### src/rtl/thirtytwo_bit_recursive_borrow_subtractor_piped_if.sv
// Operand/result handshake bundle for the pipelined prefix subtractor.
// slave = subtractor side, master = producer/consumer side.
interface thirtytwo_bit_recursive_borrow_subtractor_piped_if #(
    parameter int unsigned WIDTH = 32
) ();
    logic             in_valid;
    logic             in_ready;
    logic [WIDTH-1:0] a;
    logic [WIDTH-1:0] b;
    logic             out_valid;
    logic             out_ready;
    logic [WIDTH-1:0] diff;
    logic             bout;
    logic             ovf;

    modport slave (
        input  in_valid,
        input  a,
        input  b,
        input  out_ready,
        output in_ready,
        output out_valid,
        output diff,
        output bout,
        output ovf
    );

    modport master (
        output in_valid,
        output a,
        output b,
        output out_ready,
        input  in_ready,
        input  out_valid,
        input  diff,
        input  bout,
        input  ovf
    );
endinterface

### src/rtl/thirtytwo_bit_recursive_borrow_subtractor_piped.sv
// Pipelined a - b (= a + ~b + 1) with a recursive-doubling carry prefix tree,
// one register per prefix level and a valid/ready stall-able pipeline.
module thirtytwo_bit_recursive_borrow_subtractor_piped #(
    parameter int unsigned WIDTH = 32
) (
    input  logic clk,
    input  logic clear_n,
    thirtytwo_bit_recursive_borrow_subtractor_piped_if.slave bus
);
    localparam int unsigned LOG2W = $clog2(WIDTH);

    logic             advance;
    logic [WIDTH-1:0] g0_c;
    logic [WIDTH-1:0] p0_c;

    // Stage registers: prefix G/P, original propagate, operand sign bits, valid.
    logic [WIDTH-1:0] g_s  [LOG2W];
    logic [WIDTH-1:0] p_s  [LOG2W];
    logic [WIDTH-1:0] po_s [LOG2W];
    logic [LOG2W-1:0] am_s;
    logic [LOG2W-1:0] bm_s;
    logic [LOG2W-1:0] v_s;

    // Prefix level k combines across distance 2^(k-1); the last level feeds the output stage.
    logic [WIDTH-1:0] lvl_g [1:LOG2W];
    logic [WIDTH-1:0] lvl_p [1:LOG2W-1];

    logic [WIDTH-1:0] carry_c;
    logic [WIDTH-1:0] diff_c;
    logic             bout_c;
    logic             ovf_c;

    assign advance     = ~bus.out_valid | bus.out_ready;
    assign bus.in_ready = advance;

    // Stage 0 generate/propagate on (a, ~b) with the +1 carry-in folded into bit 0.
    always_comb begin
        g0_c    = bus.a & ~bus.b;
        p0_c    = ~(bus.a ^ bus.b);
        g0_c[0] = g0_c[0] | p0_c[0];
    end

    for (genvar k = 1; k <= int'(LOG2W); k++) begin : g_lvl
        localparam int D = 1 << (k - 1);
        for (genvar i = 0; i < int'(WIDTH); i++) begin : g_bit
            if (i >= D) begin : g_comb
                assign lvl_g[k][i] = g_s[k-1][i] | (p_s[k-1][i] & g_s[k-1][i-D]);
            end else begin : g_pass
                assign lvl_g[k][i] = g_s[k-1][i];
            end
            if (k < int'(LOG2W)) begin : g_prop
                if (i >= D) begin : g_pcomb
                    assign lvl_p[k][i] = p_s[k-1][i] & p_s[k-1][i-D];
                end else begin : g_ppass
                    assign lvl_p[k][i] = p_s[k-1][i];
                end
            end
        end
    end

    // Final carries give the difference, borrow and signed overflow.
    always_comb begin
        carry_c = lvl_g[LOG2W];
        diff_c  = po_s[LOG2W-1] ^ {carry_c[WIDTH-2:0], 1'b1};
        bout_c  = ~carry_c[WIDTH-1];
        ovf_c   = (am_s[LOG2W-1] ^ bm_s[LOG2W-1]) & (diff_c[WIDTH-1] ^ am_s[LOG2W-1]);
    end

    // Whole pipe moves together on advance and freezes otherwise.
    always_ff @(posedge clk or negedge clear_n) begin
        if (!clear_n) begin
            v_s  <= '0;
            am_s <= '0;
            bm_s <= '0;
            for (int k = 0; k < int'(LOG2W); k++) begin
                g_s[k]  <= '0;
                p_s[k]  <= '0;
                po_s[k] <= '0;
            end
            bus.out_valid <= 1'b0;
            bus.diff      <= '0;
            bus.bout      <= 1'b0;
            bus.ovf       <= 1'b0;
        end else if (advance) begin
            v_s  <= {v_s[LOG2W-2:0], bus.in_valid};
            am_s <= {am_s[LOG2W-2:0], bus.a[WIDTH-1]};
            bm_s <= {bm_s[LOG2W-2:0], bus.b[WIDTH-1]};
            g_s[0]  <= g0_c;
            p_s[0]  <= p0_c;
            po_s[0] <= p0_c;
            for (int k = 1; k < int'(LOG2W); k++) begin
                g_s[k]  <= lvl_g[k];
                p_s[k]  <= lvl_p[k];
                po_s[k] <= po_s[k-1];
            end
            bus.out_valid <= v_s[LOG2W-1];
            bus.diff      <= v_s[LOG2W-1] ? diff_c : '0;
            bus.bout      <= v_s[LOG2W-1] & bout_c;
            bus.ovf       <= v_s[LOG2W-1] & ovf_c;
        end
    end
endmodule

### src/flat_wrapper.sv
// flat-port wrapper written by rule: the top's interface ports become plain ports
module thirtytwo_bit_recursive_borrow_subtractor_piped_flat 
#(
    parameter int unsigned WIDTH = 32
)
  (clk, clear_n, bus_in_valid, bus_a, bus_b, bus_out_ready, bus_in_ready, bus_out_valid, bus_diff, bus_bout, bus_ovf);
  thirtytwo_bit_recursive_borrow_subtractor_piped_if #(.WIDTH(WIDTH)) bus_i ();
  input  logic clk;
  input  logic clear_n;
  input wire logic [$bits(bus_i.in_valid)-1:0] bus_in_valid;
  input wire logic [$bits(bus_i.a)-1:0] bus_a;
  input wire logic [$bits(bus_i.b)-1:0] bus_b;
  input wire logic [$bits(bus_i.out_ready)-1:0] bus_out_ready;
  output wire logic [$bits(bus_i.in_ready)-1:0] bus_in_ready;
  output wire logic [$bits(bus_i.out_valid)-1:0] bus_out_valid;
  output wire logic [$bits(bus_i.diff)-1:0] bus_diff;
  output wire logic [$bits(bus_i.bout)-1:0] bus_bout;
  output wire logic [$bits(bus_i.ovf)-1:0] bus_ovf;
  assign bus_i.in_valid = bus_in_valid;
  assign bus_i.a = bus_a;
  assign bus_i.b = bus_b;
  assign bus_i.out_ready = bus_out_ready;
  assign bus_in_ready = bus_i.in_ready;
  assign bus_out_valid = bus_i.out_valid;
  assign bus_diff = bus_i.diff;
  assign bus_bout = bus_i.bout;
  assign bus_ovf = bus_i.ovf;
  thirtytwo_bit_recursive_borrow_subtractor_piped #(.WIDTH(WIDTH)) u_core (.clk(clk), .clear_n(clear_n), .bus(bus_i));
endmodule
### config.mk
export PLATFORM = sky130hd
export DESIGN_NAME = thirtytwo_bit_recursive_borrow_subtractor_piped_flat
export DESIGN_NICKNAME = d
export VERILOG_FILES = /design/src/rtl/thirtytwo_bit_recursive_borrow_subtractor_piped_if.sv /design/src/rtl/thirtytwo_bit_recursive_borrow_subtractor_piped.sv /design/src/flat_wrapper.sv
export SDC_FILE = /design/constraint.sdc
export NUM_CORES = 1
export LEC_CHECK = 0
export CAP_MARGIN = 20
export CORE_ASPECT_RATIO = 1.75
export CORE_MARGIN = 2
export CORE_UTILIZATION = 54
export CTS_CLUSTER_DIAMETER = 200
export DETAILED_ROUTE_END_ITERATION = 10
export HOLD_SLACK_MARGIN = 0.15
export PLACE_DENSITY = 0.76
export SYNTH_ARGS = -nofsm -noshare
export SYNTH_HDL_FRONTEND = slang
export SYNTH_SLANG_ARGS = --single-unit
### constraint.sdc
create_clock -name clk -period 1.1 [get_ports clk]
set_input_delay 0.22 -clock clk [delete_from_list [all_inputs] [get_ports clk]]
set_output_delay 0.22 -clock clk [all_outputs]
set_load 0.1 [all_outputs]
# Yosys cells after proc, flatten, opt, wreduce, memory -nomap -nowiden

Cells that the tools add are included.

$add $sub $neg: 0
Multiply operators: 0
Div/mod/pow operators: 0
Magnitude comparators: 0
Equal/unequal tests: 0
Shifts and indexed selects: 0
Mux-type cells: 1
Bitwise gates (word level): 385
Reduce and logical (&&, ||, !) cells: 0

Operators by type and width:

| operator           | number |
|---|---|
| bitwise AND 1 bit  | 245 |
| bitwise OR 1 bit   | 131 |
| NOT 32 bit         | 2 |
| bitwise XOR 32 bit | 2 |
| bitwise AND 32 bit | 1 |
| two-way mux 32 bit | 1 |
| NOT 1 bit          | 2 |
| bitwise XOR 1 bit  | 2 |

Register bits: 498
Latch bits: 0
Memory bits (writable): 0
Memory bits (read-only): 0
Input port bits: 68
Logic and storage cells: 407
Memories kept: 0

# Longest topological paths before layout

Gate-level depths: netlist of run 1.

Depth after elaboration: 6
Mapped depth: 7
Mapped depth without buffers: 4

# Worst setup path after synthesis of run 1

No wires, ideal clock.

Path type: register -> register
Start: register u_core.bus.out_valid
End: register u_core.po_s[10] (netlist bit)
Arrival: 2.054 ns
Path slack: -1.071 ns
Cell stages (with the launch flop): 8
Period minus slack after synthesis: 2.171 ns
Cells stage by stage: dfrtp_1 nor2b_4 inv_1 buf_4 buf_6 buf_2 nand2_1 nand2_1

Word-level cells in the longest chain between the ends: 2

Ends and longest elaborated chain:

| what                          | RTL line                                                 | source |
|---|---|---|
| start, declared               | thirtytwo_bit_recursive_borrow_subtractor_piped_if.sv:22 | `output out_valid,` |
| start signal, assigned        | thirtytwo_bit_recursive_borrow_subtractor_piped.sv:96    | `bus.out_valid <= v_s[LOG2W-1];` |
| NOT 1 bit                     | thirtytwo_bit_recursive_borrow_subtractor_piped.sv:33    | `assign advance = ~bus.out_valid \| bus.out_ready;` |
| bitwise OR 1 bit              | thirtytwo_bit_recursive_borrow_subtractor_piped.sv:33    |  |
| named net bus_in_ready        | flat_wrapper.sv:14                                       | `output wire logic [$bits(bus_i.in_ready)-1:0] bus_in_ready;` |
| end signal, assigned by index | thirtytwo_bit_recursive_borrow_subtractor_piped.sv:94    | `po_s[k] <= po_s[k-1];` |
| end, declared                 | thirtytwo_bit_recursive_borrow_subtractor_piped.sv:19    | `logic [WIDTH-1:0] po_s [LOG2W];` |

The timed path passes the listed nets, and every way through them passes these cells.
A chain may end at the register's enable or synchronous reset.

# Worst setup path in the final report of run 1

Start: register u_core.bus.out_valid
End: output bus_in_ready

Word-level cells in the longest chain between the ends: 2

Ends and longest elaborated chain:

| what             | RTL line |
|---|---|
| NOT 1 bit        | thirtytwo_bit_recursive_borrow_subtractor_piped.sv:33 |
| bitwise OR 1 bit | thirtytwo_bit_recursive_borrow_subtractor_piped.sv:33 |
| end, declared    | flat_wrapper.sv:14 |

No other way between the ends.

==> results.sh, run 1 <==
export IMPL_vias=16196
export IMPL_yosysTopAreaCell="dfrtp_1"
export IMPL_cpMostUsedCell="buf_12"
export IMPL_p_sw_mw=30.85
export IMPL_finalSetupTns_ns=-239.20
export IMPL_first_pass_iters=8
export IMPL_combinationalPowerShare_pct=40.3
export IMPL_path_max_fanout=2
export IMPL_drc=0
export IMPL_syn_area_sq_um=18900
export IMPL_ys_seq_area_share_pct=61.97
export IMPL_pwr_share_clk_pct=19.6
export IMPL_intPower_mw=46.02
export IMPL_wire_per_inst_microns=20.46
export IMPL_synthArstFlopShare_pct=100.0
export IMPL_io_pins=104
export IMPL_switching_share_pct=40.14
export IMPL_maxSlewViolCount=0
export IMPL_failed_checks="negative setup slack"
export IMPL_crit_buf_inv=4
export IMPL_relSlewSlack_pct=68.26
export IMPL_track_usage_pct=31.53
export IMPL_clock_fmax_mhz=544.5
export IMPL_place_hpwl_microns=31060
export IMPL_die_height_microns=251.5
export IMPL_pwr_share_seq_pct=40.2
export IMPL_min_period_over_period_pct=167.0
export IMPL_path_depth=5
export IMPL_drv_cap=0
export IMPL_synthTopCellsByArea="dfrtp_1 62%, nand2_1 20%, o21ai_0 3.8%"
export IMPL_avgSynthCellArea_sq_um=9.187
export IMPL_reg2reg_setup_slack_ns=-0.64
export IMPL_clkTransAtPathRegs_ns=0.07
export IMPL_hold_path_class="in2reg"
export IMPL_antenna_found_initial=0
export IMPL_wl_microns=57020
export IMPL_worstRegToRegCells=10
export IMPL_final_setup_viol_count=514
export IMPL_diodes=0
export IMPL_period_minus_slack_ns=1.836
export IMPL_r2r_start="u_core.bus.out_valid$_DFFE_PN0P_"
export IMPL_clock_root_buffer="clkbuf_16"
export IMPL_tightest_slew_ns=0.4746
export IMPL_die_w_microns=145.4
export IMPL_crit_start="u_core.bus.out_valid$_DFFE_PN0P_"
export IMPL_cts_tree="yes"
export IMPL_grt_pass1_vias=17286
export IMPL_netlist_area_leader_share_pct=61.97
export IMPL_cp_data_arrival_time_ns=1.62
export IMPL_portBuffers=103
export IMPL_viasPerCell=5.811
export IMPL_dieArea_sq_um=36570
export IMPL_cp_start_kind="flop"
export IMPL_final_cell_area_sq_um=26200
export IMPL_reg2reg_to="u_core.p_s[73]$_DFFE_PN0P_"
export IMPL_cts_buffers=40
export IMPL_final_nets=2397
export IMPL_area_delta_synth_final_pct=38.66
export IMPL_slowest_delay_ns=0.48
export IMPL_grt_first_pass_wirelength_microns=91910
export IMPL_drtAntennaViolNets=0
export IMPL_drive_gt1_share_pct=26.47
export IMPL_finClkSkew_ns=0.02375
export IMPL_cts_sinks=468
export IMPL_ys_types=20
export IMPL_drtIter0Drc=1412
export IMPL_h_tree_depth=2
export IMPL_cts_buffer_depth=3
export IMPL_power_leakage_nw=12.92
export IMPL_syn_inst=2057
export IMPL_synth_nets=2157
export IMPL_setup_worst_path_end="bus_in_ready"
export IMPL_synth_edf_count=0
export IMPL_grt_setup_unrepaired="yes"
export IMPL_endpoint_kind="output pin"
export IMPL_vdd_ir_drop_worst_v=0.001805
export IMPL_cp_slowest_cell="dfrtp_4"
export IMPL_clk_latency_ns=0.56
export IMPL_critPathKind="reg2out"
export IMPL_outcome="finished with violations"
export IMPL_critPathTopFamily="flip-flops"
export IMPL_power_density_nw_per_um2=2933
export IMPL_gp_congestion=0.8653
export IMPL_row_count=90
export IMPL_hold_viol=0
export IMPL_worstPathRequired_ns=0.88
export IMPL_yosysMostFrequentCell="nand2_1"
export IMPL_path_cells="nor2b_4 -> buf_12 -> inv_16 -> buf_12 -> buf_12"
export IMPL_yosys_warnings=0
export IMPL_core_area_sq_um=34460
export IMPL_synth_ff_type="dfrtp_1"
export IMPL_placed_cell_area_sq_um=21550
export IMPL_ys_seq_elements=468
export IMPL_grt_max_degree=58
export IMPL_overflow=0
export IMPL_setup_ws_ns=-0.7365
export IMPL_initial_core_util_pct=54.84
export IMPL_synth_common_cells="1009 x nand2_1, 468 x dfrtp_1, 145 x o21ai_0"
==> final cells by class <==
class / instances / area [sq um]
Fill cell: 1955 / 8254
Inverter: 33 / 140.1
Tap cell: 460 / 575.6
Clock buffer: 56 / 1162
Timing Repair Buffer: 301 / 4770
Multi-Input combinational cell: 1453 / 7622
Clock inverter: 16 / 219.0
Sequential cell: 468 / 11720
==> worst min path at each step <==
stage                 start  slack, ns  depth (start not counted)                           to
6_report       bus_in_valid       0.24                          3    u_core.v_s[0]$_DFFE_PN0P_
5_1_grt        bus_in_valid       0.24                          3    u_core.v_s[0]$_DFFE_PN0P_
4_1_cts        bus_in_valid       0.23                          3    u_core.v_s[0]$_DFFE_PN0P_
3_5_place_dp        clear_n       0.09                          1  u_core.p_s[134]$_DFFE_PN0P_
3_3_place_gp        clear_n       0.08                          1  u_core.p_s[134]$_DFFE_PN0P_
2_1_floorplan       clear_n      -0.08                          0   u_core.am_s[0]$_DFFE_PN0P_
==> worst min-delay path, cell delays in order <==
cell and delay [ns]:
clkdlybuf4s50_1 0.41, nand2_1 0.06, nand2_1 0.05
==> stage by stage <==
stage | std cells | util [%] | setup slack (ns) | hold slack, ns | power, mW
after floorplan | 2057 | - | -0.4596 | -0.07559 | 42.08
after global placement | 2619 | 62.53 | -0.5673 | 0.08137 | 50.84
after detailed placement | 2619 | 62.53 | -0.5918 | 0.08516 | 51.81
after CTS | 2788 | 75.80 | -0.7413 | 0.2339 | 74.97
after global routing | 2787 | 76.05 | -0.7590 | 0.2442 | 79.89
final | 2787 | 76.05 | -0.7365 | 0.2443 | 76.87
==> power by group through the flow <==
stage               Sequential (mW)  Clock (mW)  Combinational [mW]
finish                         30.9        15.0                30.9
global route                   31.3        15.8                32.8
CTS                            30.2        15.0                29.8
detailed placement             29.7           0                22.1
global placement               29.4           0                21.4
floorplan                      32.0           0                10.1
==> kinds of logic (layout without fill, tap and decap cells) <==
group / Yosys count / count (layout) / synth area share (%)
multiplexers: 1 / 1 / 0.05297
AO/OA/AOI/OAI: 274 / 274 / 7.256
adder cells (fa/ha/maj): 32 / 32 / 2.119
flip-flops: 468 / 468 / 61.97
AND/OR/NAND/NOR: 1115 / 1115 / 22.94
buffers and inverters: 136 / 406 / 4.224
XOR/XNOR: 31 / 31 / 1.437
==> sequential cells by signal, indices dropped and copies added (netlist names) <==
signal                count
u_core.am_s               5
u_core.po_s             128
u_core.p_s              129
u_core.bus.bout           1
u_core.v_s                5
u_core.lvl_p              1
u_core.g_s              144
u_core.bus.ovf            1
u_core.bus.diff          32
u_core.bus.out_valid      1
u_core.carry_c           16
u_core.bm_s               5
==> what timing repair did <==
action | 4_1_cts | 5_1_grt
setup endpoints to repair | 504 | 514
endpoints found under the hold margin | 468 | 0
setup buffers | 54 | 1
hold buffers | 2 | 0
gates cloned | 42 | 1
gates resized for setup | 492 | 35
pin swaps | 240 | 14
==> cell usage in the layout (no fill, tap or decap), types with 17 or more instances in the layout <==
master,count
inv_1,32
xnor2_1,17
o21ai_2,31
nand3_2,78
buf_4,54
clkdlybuf4s50_1,66
dfrtp_1,467
nand2_4,30
o21ai_1,28
buf_6,24
clkbuf_16,42
buf_12,97
buf_16,36
nand3_1,19
nand2_2,170
o21ai_0,86
a21oi_1,128
nand2_1,807
ha_1,32
==> per-layer routing <==
layer / wire length (microns) / vias up / track usage, %
li1: - / 7079 / -
met1: 19830 / 8042 / 36.04
met2: 30370 / 840 / 57.25
met3: 3276 / 235 / 4.213
met4: 3535 / 0 / 17.03
met5: 0 / - / 0
Note: power is estimated with default switching activity, not from simulation.
==> inputs of run 2 (changes only) <==
- CTS_CLUSTER_DIAMETER: 200 -> 100
==> results of run 2 <==
Final layout, timing and power as in run 1 (identical DEF).
